`config.mk`:
```
export PLATFORM = sky130hd
export DESIGN_NAME = bcd_range_counter_flat
export DESIGN_NICKNAME = d
export VERILOG_FILES = /design/src/rtl/bcd_range_counter_pkg.sv /design/src/rtl/bcd_range_counter_if.sv /design/src/rtl/bcd_digit_step.sv /design/src/rtl/bcd_range_counter.sv /design/src/flat_wrapper.sv
export SDC_FILE = /design/constraint.sdc
export NUM_CORES = 1
export LEC_CHECK = 0
export CELL_PAD_IN_SITES_DETAIL_PLACEMENT = 0
export CELL_PAD_IN_SITES_GLOBAL_PLACEMENT = 2
export CORE_UTILIZATION = 30
export DETAILED_ROUTE_END_ITERATION = 8
export PLACE_DENSITY_LB_ADDON = 0.1
export SLEW_MARGIN = 20
export SYNTH_ARGS = -nofsm -noshare
export SYNTH_HDL_FRONTEND = slang
export SYNTH_SLANG_ARGS = --single-unit
```
`constraint.sdc`:
```
create_clock -name clk -period 3.9 [get_ports clk]
set_input_delay 0.975 -clock clk [delete_from_list [all_inputs] [get_ports clk]]
set_output_delay 0.975 -clock clk [all_outputs]
set_load 0.02 [all_outputs]
```
`src/rtl/bcd_range_counter_pkg.sv`:
```
`default_nettype none
// ============================================================================
// Module   : bcd_range_counter_pkg
// Purpose  : Shared types and helpers for the BCD range counter.
//            bcd_digit_t - one 4-bit BCD digit
//            bcd_pair_t  - {tens, units}. The packed layout makes numeric
//                          ordering of valid BCD pairs equal to vector ordering.
//            to_bcd()    - elaboration-time decimal to BCD pair conversion
//            is_bcd()    - digit validity check (0..9)
// Revision : 1.0 - initial release
// ============================================================================
package bcd_range_counter_pkg;

  typedef logic [3:0] bcd_digit_t;

  typedef struct packed {
    bcd_digit_t tens;
    bcd_digit_t units;
  } bcd_pair_t;

  function automatic bcd_pair_t to_bcd(input int value);
    bcd_pair_t result;
    result.tens  = 4'(value / 10);
    result.units = 4'(value % 10);
    return result;
  endfunction

  function automatic logic is_bcd(input bcd_digit_t digit);
    return (digit <= 4'd9);
  endfunction

endpackage : bcd_range_counter_pkg
`default_nettype wire

```
`src/rtl/bcd_range_counter_if.sv`:
```
`default_nettype none
// ============================================================================
// Module   : bcd_range_counter_if
// Purpose  : Control/data bundle of one BCD range counter stage.
// Signals  : en, up, load    - count enable, direction, load request
//            ld1, ld0        - BCD tens/units digits to load
//            cnt1, cnt0      - registered BCD count
//            tc              - terminal count (combinational)
//            load_err        - registered flag, one cycle after a rejected load
// Modports : master - the controlling side (drives en/up/load/ld*)
//            slave  - the counter stage
// Revision : 1.0 - initial release
// ============================================================================
interface bcd_range_counter_if;
  import bcd_range_counter_pkg::*;

  logic       en;
  logic       up;
  logic       load;
  bcd_digit_t ld1;
  bcd_digit_t ld0;
  bcd_digit_t cnt1;
  bcd_digit_t cnt0;
  logic       tc;
  logic       load_err;

  modport master (
    output en, up, load, ld1, ld0,
    input  cnt1, cnt0, tc, load_err
  );

  modport slave (
    input  en, up, load, ld1, ld0,
    output cnt1, cnt0, tc, load_err
  );

endinterface : bcd_range_counter_if
`default_nettype wire

```
`src/rtl/bcd_digit_step.sv`:
```
`default_nettype none
// ============================================================================
// Module   : bcd_digit_step
// Purpose  : Combinational single-digit BCD increment/decrement.
// Ports    : digit      in  4  current BCD digit
//            up         in  1  1 = increment, 0 = decrement
//            next_digit out 4  stepped digit (9->0 up, 0->9 down)
//            carry      out 1  carry (up) or borrow (down) out of this digit
// Revision : 1.0 - initial release
// ============================================================================
module bcd_digit_step
  import bcd_range_counter_pkg::*;
(
  input  bcd_digit_t digit,
  input  logic       up,
  output bcd_digit_t next_digit,
  output logic       carry
);

  always_comb begin
    next_digit = digit;
    carry      = 1'b0;
    if (up) begin
      // >= rather than == keeps a corrupted digit from stepping into 10..15.
      if (digit >= 4'd9) begin
        next_digit = 4'd0;
        carry      = 1'b1;
      end else begin
        next_digit = digit + 4'd1;
      end
    end else begin
      if (digit == 4'd0) begin
        next_digit = 4'd9;
        carry      = 1'b1;
      end else begin
        next_digit = digit - 4'd1;
      end
    end
  end

endmodule : bcd_digit_step
`default_nettype wire

```
`src/rtl/bcd_range_counter.sv`:
```
`default_nettype none
// ============================================================================
// Module   : bcd_range_counter
// Purpose  : Two-digit BCD up/down counter over the inclusive range
//            [MIN_VAL, MAX_VAL] with range-checked parallel load and a
//            combinational terminal count for cascading stages.
// Params   : MIN_VAL (0), MAX_VAL (23), RST_VAL (MIN_VAL) - decimal values
// Ports    : clk    in  rising-edge clock
//            rst_n  in  asynchronous active-low reset
//            bus    bcd_range_counter_if.slave
//                   (en, up, load, ld1, ld0 -> cnt1, cnt0, tc, load_err)
// Revision : 1.0 - initial release
// ============================================================================
module bcd_range_counter
  import bcd_range_counter_pkg::*;
#(
  parameter int MIN_VAL = 0,
  parameter int MAX_VAL = 23,
  parameter int RST_VAL = MIN_VAL
) (
  input  logic                clk,
  input  logic                rst_n,
  bcd_range_counter_if.slave  bus
);

  // Range limits in BCD, fixed at elaboration; all run-time comparisons
  // are made digit-wise against these.
  localparam bcd_pair_t MIN_BCD = to_bcd(MIN_VAL);
  localparam bcd_pair_t MAX_BCD = to_bcd(MAX_VAL);
  localparam bcd_pair_t RST_BCD = to_bcd(RST_VAL);

  generate
    if (MIN_VAL < 0 || MIN_VAL >= MAX_VAL || MAX_VAL > 99) begin : g_bad_range
      $error("bcd_range_counter: need 0 <= MIN_VAL < MAX_VAL <= 99");
    end
    if (RST_VAL < MIN_VAL || RST_VAL > MAX_VAL) begin : g_bad_rst
      $error("bcd_range_counter: RST_VAL outside [MIN_VAL, MAX_VAL]");
    end
  endgenerate

  bcd_pair_t  count;
  logic       load_err;

  bcd_digit_t cur_digit  [2];
  bcd_digit_t next_digit [2];
  logic [1:0] digit_carry;

  assign cur_digit[0] = count.units;
  assign cur_digit[1] = count.tens;

  // Index 0 = units, 1 = tens. Each digit steps independently; the tens
  // result is only taken when the units digit carries/borrows.
  generate
    for (genvar i = 0; i < 2; i++) begin : g_digit
      bcd_digit_step u_step (
        .digit      (cur_digit[i]),
        .up         (bus.up),
        .next_digit (next_digit[i]),
        .carry      (digit_carry[i])
      );
    end
  endgenerate

  logic      at_max;
  logic      at_min;
  logic      overflow;
  bcd_pair_t step_val;
  bcd_pair_t load_val;
  logic      load_ok;

  always_comb begin
    at_max = (count == MAX_BCD);
    at_min = (count == MIN_BCD);
    // Both digits carrying means 99 -> 00 (or 00 -> 99 down). That only
    // happens at a range boundary, so it is folded into the wrap.
    overflow = &digit_carry;

    step_val.units = next_digit[0];
    step_val.tens  = digit_carry[0] ? next_digit[1] : count.tens;
    if (bus.up && (at_max || overflow)) begin
      step_val = MIN_BCD;
    end else if (!bus.up && (at_min || overflow)) begin
      step_val = MAX_BCD;
    end

    load_val.tens  = bus.ld1;
    load_val.units = bus.ld0;
    // Vector comparison equals numeric comparison only for valid BCD, so
    // the digit checks must qualify the range checks.
    load_ok = is_bcd(bus.ld1) && is_bcd(bus.ld0) &&
              (load_val >= MIN_BCD) && (load_val <= MAX_BCD);
  end

  always_ff @(posedge clk or negedge rst_n) begin
    if (!rst_n) begin
      count    <= RST_BCD;
      load_err <= 1'b0;
    end else if (bus.load) begin
      if (load_ok) begin
        count <= load_val;
      end
      load_err <= !load_ok;
    end else begin
      load_err <= 1'b0;
      if (bus.en) begin
        count <= step_val;
      end
    end
  end

  // Combinational so a downstream stage enabled by tc advances on the
  // same edge as this stage's wrap.
  assign bus.tc       = bus.en & ~bus.load & (bus.up ? at_max : at_min);
  assign bus.cnt1     = count.tens;
  assign bus.cnt0     = count.units;
  assign bus.load_err = load_err;

endmodule : bcd_range_counter
`default_nettype wire

```
`src/flat_wrapper.sv`:
```
// flat-port wrapper written by rule: the top's interface ports become plain ports
module bcd_range_counter_flat import bcd_range_counter_pkg::*;
#(
  parameter int MIN_VAL = 0,
  parameter int MAX_VAL = 23,
  parameter int RST_VAL = MIN_VAL
)
  (clk, rst_n, bus_en, bus_up, bus_load, bus_ld1, bus_ld0, bus_cnt1, bus_cnt0, bus_tc, bus_load_err);
  bcd_range_counter_if bus_i ();
  input  logic clk;
  input  logic rst_n;
  input wire logic [$bits(bus_i.en)-1:0] bus_en;
  input wire logic [$bits(bus_i.up)-1:0] bus_up;
  input wire logic [$bits(bus_i.load)-1:0] bus_load;
  input wire logic [$bits(bus_i.ld1)-1:0] bus_ld1;
  input wire logic [$bits(bus_i.ld0)-1:0] bus_ld0;
  output wire logic [$bits(bus_i.cnt1)-1:0] bus_cnt1;
  output wire logic [$bits(bus_i.cnt0)-1:0] bus_cnt0;
  output wire logic [$bits(bus_i.tc)-1:0] bus_tc;
  output wire logic [$bits(bus_i.load_err)-1:0] bus_load_err;
  assign bus_i.en = bus_en;
  assign bus_i.up = bus_up;
  assign bus_i.load = bus_load;
  assign bus_i.ld1 = bus_ld1;
  assign bus_i.ld0 = bus_ld0;
  assign bus_cnt1 = bus_i.cnt1;
  assign bus_cnt0 = bus_i.cnt0;
  assign bus_tc = bus_i.tc;
  assign bus_load_err = bus_i.load_err;
  bcd_range_counter #(.MIN_VAL(MIN_VAL), .MAX_VAL(MAX_VAL), .RST_VAL(RST_VAL)) u_core (.clk(clk), .rst_n(rst_n), .bus(bus_i));
endmodule
```
==> results_dict.tcl <==
set metrics [dict create \
    diodes 0 \
    routedWlPerCell_um 14.5 \
    clock.fmax_ghz 0.269 \
    gp_congestion 0.735 \
    synth_common_cells "dfrtp_1, nand2_1, ha_1, inv_1, nor2_1" \
    ys_warn_count 0 \
    setup_viol 0 \
    status "finished, final reports clean" \
    drive_above_1_share_pct 12.3 \
    maxCapViolCount 0 \
    antenna_found_initial 0 \
    cts_root_buffer "clkbuf_4" \
    cts.sinks 9 \
    route.detailed.drc 0 \
    avgViaCountPerCell 5.21 \
    insertion_delay_ps 260 \
    path_buf_inv 2 \
    cts_inserted_buffers 3 \
    path_clk_slew_ps 70 \
    power_frac_comb_pct 61.6 \
    detail-route-antenna-nets 0 \
    syn-instance-count 115 \
    async_flop_share_pct 100 \
    slew-limit-headroom_pct 68.2 \
    power_density_nw_per_um2 602 \
    mappedNetlistNets 136 \
    fin_nets 160 \
    grt_pass1_wl_um 4320 \
    fin_skew_ps 5.69 \
    cts_setup_buffers 0 \
    cp_slowest_cell "clkdlybuf4s50_1" \
    synthFlopType "dfrtp_1" \
    cp_max_fo 10 \
    ff_latch_area_um2 225 \
    firstDrtPassIters 4 \
    p_int_mw 0.392 \
    areaGrowthSynthToFinish_pct 29.5 \
    port_buffers 22 \
    hold_viol_final 0 \
    period_minus_slack_ps 3710 \
    syn-cell-area_um2 967 \
    wirelength_um 2630 \
    end_kind "output port" \
    num_vias 948 \
    clk_path_buf_depth 2 \
    tightest_slew_ps 470 \
    finalCritPeriodShare_pct 95.1 \
    die_area_um2 3460 \
    yosys.area.top_type "dfrtp_1" \
    p_sw_mw 0.362 \
    post_cts_resized 0 \
    synth_edf_count 0 \
    grt_overflow 0 \
    syn_area_per_cell_um2 8.41 \
    seq_power_share_pct 28.6 \
    multi_input_area_um2 673 \
    setup_tns_ps 0 \
    clock_power_share_pct 9.8 \
    cp.arrival_ps 2740 \
    path_class "input port to output port" \
    crit_required_ps 2920 \
    p_leak_nw 0.513 \
    ys_seq_elements 9 \
    start_util_pct 31.7 \
    synth_cell_type_count 46 \
    cts_tree "yes" \
    grt_start_max_net_pins 13 \
    swShare_pct 48.0 \
    grt_pass1_vias 880 \
    ir_drop_v 0.000249 \
    die_w_um 58.8 \
    fillers 332 \
    cts_hold_buf 0 \
    hp-class "register to register" \
    path_cells "clkdlybuf4s50_1, nand4_2, o21ai_2, and3_1, clkdlybuf4s50_1" \
    synth_top_cell_area_share_pct 23.3 \
    cp_slowest_stage_delay_ps 690 \
    hpwl_um 2070 \
    core-area_um2 3050 \
    dr.first_iter.drc_count 26 \
    start_kind "input port" \
    synth_area_leaders "dfrtp_1, ha_1, o211ai_1" \
    fin_util_pct 41.0 \
    die-height_um 58.8 \
    rsz0062_at_grt "false" \
    cpMostUsedCell "clkdlybuf4s50_1" \
    slew_viol_final 0 \
    std_cell_rows 20 \
    crit_family "buffers and inverters" \
    htree_levels 1 \
    ys_seq_area_share_pct 23.3 \
    track_usage_pct 16.8 \
    io_pins 23 \
]
==> power groups by stage <==
stage | combinational [mW] | clock, mW | sequential (mW)
after floorplan | 0.315 | 0 | 0.217
after global placement | 0.468 | 0 | 0.220
after detailed placement | 0.468 | 0 | 0.218
after CTS | 0.470 | 0.0756 | 0.219
after global routing | 0.513 | 0.0834 | 0.231
final | 0.464 | 0.0737 | 0.216
==> cell usage in the layout (no fill, tap or decap), drive strengths merged, types with 2 or more instances in the layout <==
cell type / instances
o22ai: 2
nor2: 7
nand2: 9
o21ai: 8
a2bb2oi: 2
or3: 2
dfrtp: 9
ha: 8
nor3: 3
a31oi: 3
clkdlybuf4s50: 22
nand2b: 4
o211ai: 7
a21oi: 5
inv: 8
o21a: 3
nor4: 2
nand3: 5
or3b: 2
clkbuf: 4
buf: 3
mux2: 2
nor2b: 2
==> per-layer routing <==
metal	GRT usage, %	wire length (um)	vias up
li1	-	-	478
met1	22.9	1250	455
met3	3.96	60	0
met4	2.04	0	0
met5	0	0	-
met2	27.6	1320	15
==> state kept, by name, summed over array words and instances (netlist names) <==
register             cells
u_core.bus.cnt0          4
u_core.bus.load_err      1
u_core.bus.cnt1          4
==> worst paths after layout <==
check                                    from             endpoint  slack [ps]  depth (start not counted)
min                        u_core.bus.cnt0[1]   u_core.bus.cnt0[1]         630                          1
max in group asynchronous               rst_n   u_core.bus.cnt1[2]        2560                          1
max                                    bus_up               bus_tc         190                          5
max reg2reg                u_core.bus.cnt0[0]   u_core.bus.cnt1[1]        1620                          7
min reg2reg                u_core.bus.cnt0[1]   u_core.bus.cnt0[1]         630                          1
min in group asynchronous               rst_n  u_core.bus.load_err        1030                          1
==> stage by stage <==
stage | area (um^2) | instances | worst slack (ps) | hold WS, ps | power [mW]
final | 1250 | 182 | 189 | 631 | 0.754
after global routing | 1250 | 182 | 63.3 | 676 | 0.827
after global placement | 1230 | 178 | 205 | 605 | 0.688
after CTS | 1250 | 182 | 154 | 637 | 0.764
after floorplan | 967 | 115 | 1120 | 669 | 0.532
after detailed placement | 1230 | 178 | 167 | 619 | 0.686
==> cell families after synthesis <==
family                   synth area share [%]
flip-flops                               23.3
multiplexers                             3.36
AND/OR/NAND/NOR                          24.7
XOR/XNOR                                0.906
AO/OA/AOI/OAI                            30.3
adder cells (fa/ha/maj)                  10.3
buffers and inverters                    7.11
==> area by class of cell <==
type	count	area share, %
repair buffers	25	19.4
clock buffers	4	2.10
flip-flops and latches	9	18.0
multi-input cells	92	53.7
inverters	8	2.40
well taps	44	4.40
Power figures use the tool's default switching activity.
==> patch: new RTL, same settings <==
Register the output `bus.cnt1`, without a reset; this adds one clock of latency there.
--- a/src/rtl/bcd_range_counter.sv
+++ b/src/rtl/bcd_range_counter.sv
@@ -111,7 +111,9 @@
   // Combinational so a downstream stage enabled by tc advances on the
   // same edge as this stage's wrap.
   assign bus.tc       = bus.en & ~bus.load & (bus.up ? at_max : at_min);
-  assign bus.cnt1     = count.tens;
+  always_ff @(posedge clk) begin
+    bus.cnt1 <= count.tens;
+  end
   assign bus.cnt0     = count.units;
   assign bus.load_err = load_err;
 
Formal check against the unedited RTL: not equivalent (Yosys sat finds a counterexample within 4 cycles, from zero or initial values and one cycle with rst_n low).
==> patch against the unedited design <==
- synthesized cell count is 8.7% higher
- first-iteration DRC count is 92% higher
- sequential cell count up 4
- clock power grew 18%
- via count increased by 7.2%
- routed wire length is 12% higher
- synthesized area rose by 13%
- global-route usage shrank 0.65 points
- sequential power grew 6%
- total power increased by 0.62%
- worst setup slack improved by 77 ps
- cell area rose by 9.4%
- critical path type is now reg -> out
==> patch: results (changes against the unedited design) <==
- Seq/Total Area, Yosys: 28.05% (+4.8 points)
- Nets: 170 (+6.3%)
- Fillers: 379 (+14%)
- Clock Latency Late Sink: 280 ps (+20 ps)
- Tot GR Track Use: 16.12% (-0.65 points)
- CP peak stage delay: 630 ps (-60 ps)
- CP Max Fanout: 6 (-4)
- Status: completed
- Wire per inst: 15.22 microns (+5.3%)
- Maximum VDD drop: 0.1869 mV (-25%)
- Leakage: 0.5730 nW (+12%)
- Reg2Reg Setup Slack: 1680 ps (+60 ps)
- Worst flop-to-flop path startpoint: u_core.bus.cnt0[1]
- Rel. slew slack: 61.53% (-6.7 points)
- Commonest cells in the netlist: inv_1 (11), nand2_1 (11), dfrtp_1 (9)
- Top Family by Delay on Critical Path: simple AND/OR/NAND/NOR gates
- P_int: 0.4240 mW (+8.3%)
- Critical R2R Capture: u_core.count[7]
- Synth Net Count: 146 (+7.4%)
- Worst hold stages: 0 (-1)
- Reg2reg path depth: 6 (-1)
- Average via count per standard cell: 5.237 (+0.54%)
- Vias in the first global route: 987 (+12%)
- CP startpoint kind: register
- Ranking of synthesized cells by area: dfrtp_1 (21%), ha_1 (9.2%), dfxtp_1 (7.4%)
- First-pass GRT wire length: 4871 microns (+13%)
- Layout cells sized above 1: 12.84% (+0.52 points)
- Reg clk slew, reported paths: 90 ps (+20 ps)
[patch: changes by cell type in the layout (fill, tap and decap cells not counted), sizes merged, moves of 3 or more]
cell    delta
buf        +5
dfxtp      +4
o211ai     -4
a21oi      +3
inv        +3
nand3      -3
[patch: power groups by stage]
stage               sequential [mW]  clock (mW)  combinational [mW]
floorplan                     0.247           0               0.273
global placement              0.231           0               0.440
detailed placement            0.231           0               0.440
CTS                           0.229      0.0907               0.443
global route                  0.237      0.0965               0.485
finish                        0.230      0.0871               0.441
[patch: stage by stage]
stage               area, sq um  hold slack, ps  setup WS [ps]  cells
floorplan                  1089           342.2          962.6    125
global placement           1344           520.0          463.0    190
detailed placement         1344           520.8          451.9    190
CTS                        1370           540.1          257.1    194
global route               1370           564.6          140.4    194
finish                     1370           541.6          266.6    194
[patch: cells by family after synthesis]
kind of cell / Yosys count / share of synthesized area, %
AO/OA/AOI/OAI: 39 / 27.01
XOR/XNOR: 1 / 0.8047
buffers and inverters: 22 / 11.38
adder cells (fa/ha/maj): 8 / 9.196
flip-flops: 13 / 28.05
AND/OR/NAND/NOR: 38 / 19.43
multiplexers: 4 / 4.138
[patch: worst max path at each step]
stage	to	depth (start not counted)	slack, ps
2_1_floorplan	bus_tc	4	960
3_3_place_gp	bus_tc	5	460
3_5_place_dp	bus_tc	5	450
4_1_cts	bus_tc	6	260
5_1_grt	bus_tc	6	140
6_report	bus_tc	6	270
[patch: area by class of cell]
class | instances | area (sq um) | share of cell area [%]
Multi-Input combinational cell | 90 | 659.4 | 48.13
Clock buffer | 4 | 26.28 | 1.918
Sequential cell | 13 | 305.3 | 22.28
Inverter | 11 | 41.29 | 3.014
Tap cell | 46 | 57.56 | 4.201
Timing Repair Buffer | 30 | 280.3 | 20.46
[patch: per-layer routing]
| layer | track usage [%] | share of wire, % | up-vias |
|---|---|---|---|
| met4 | 6.977 | 1.7 | 0 |
| met1 | 23.00 | 52 | 481 |
| met5 | 0 | 0 | - |
| met2 | 24.45 | 42 | 34 |
| li1 | - | - | 496 |
| met3 | 1.654 | 3.9 | 5 |
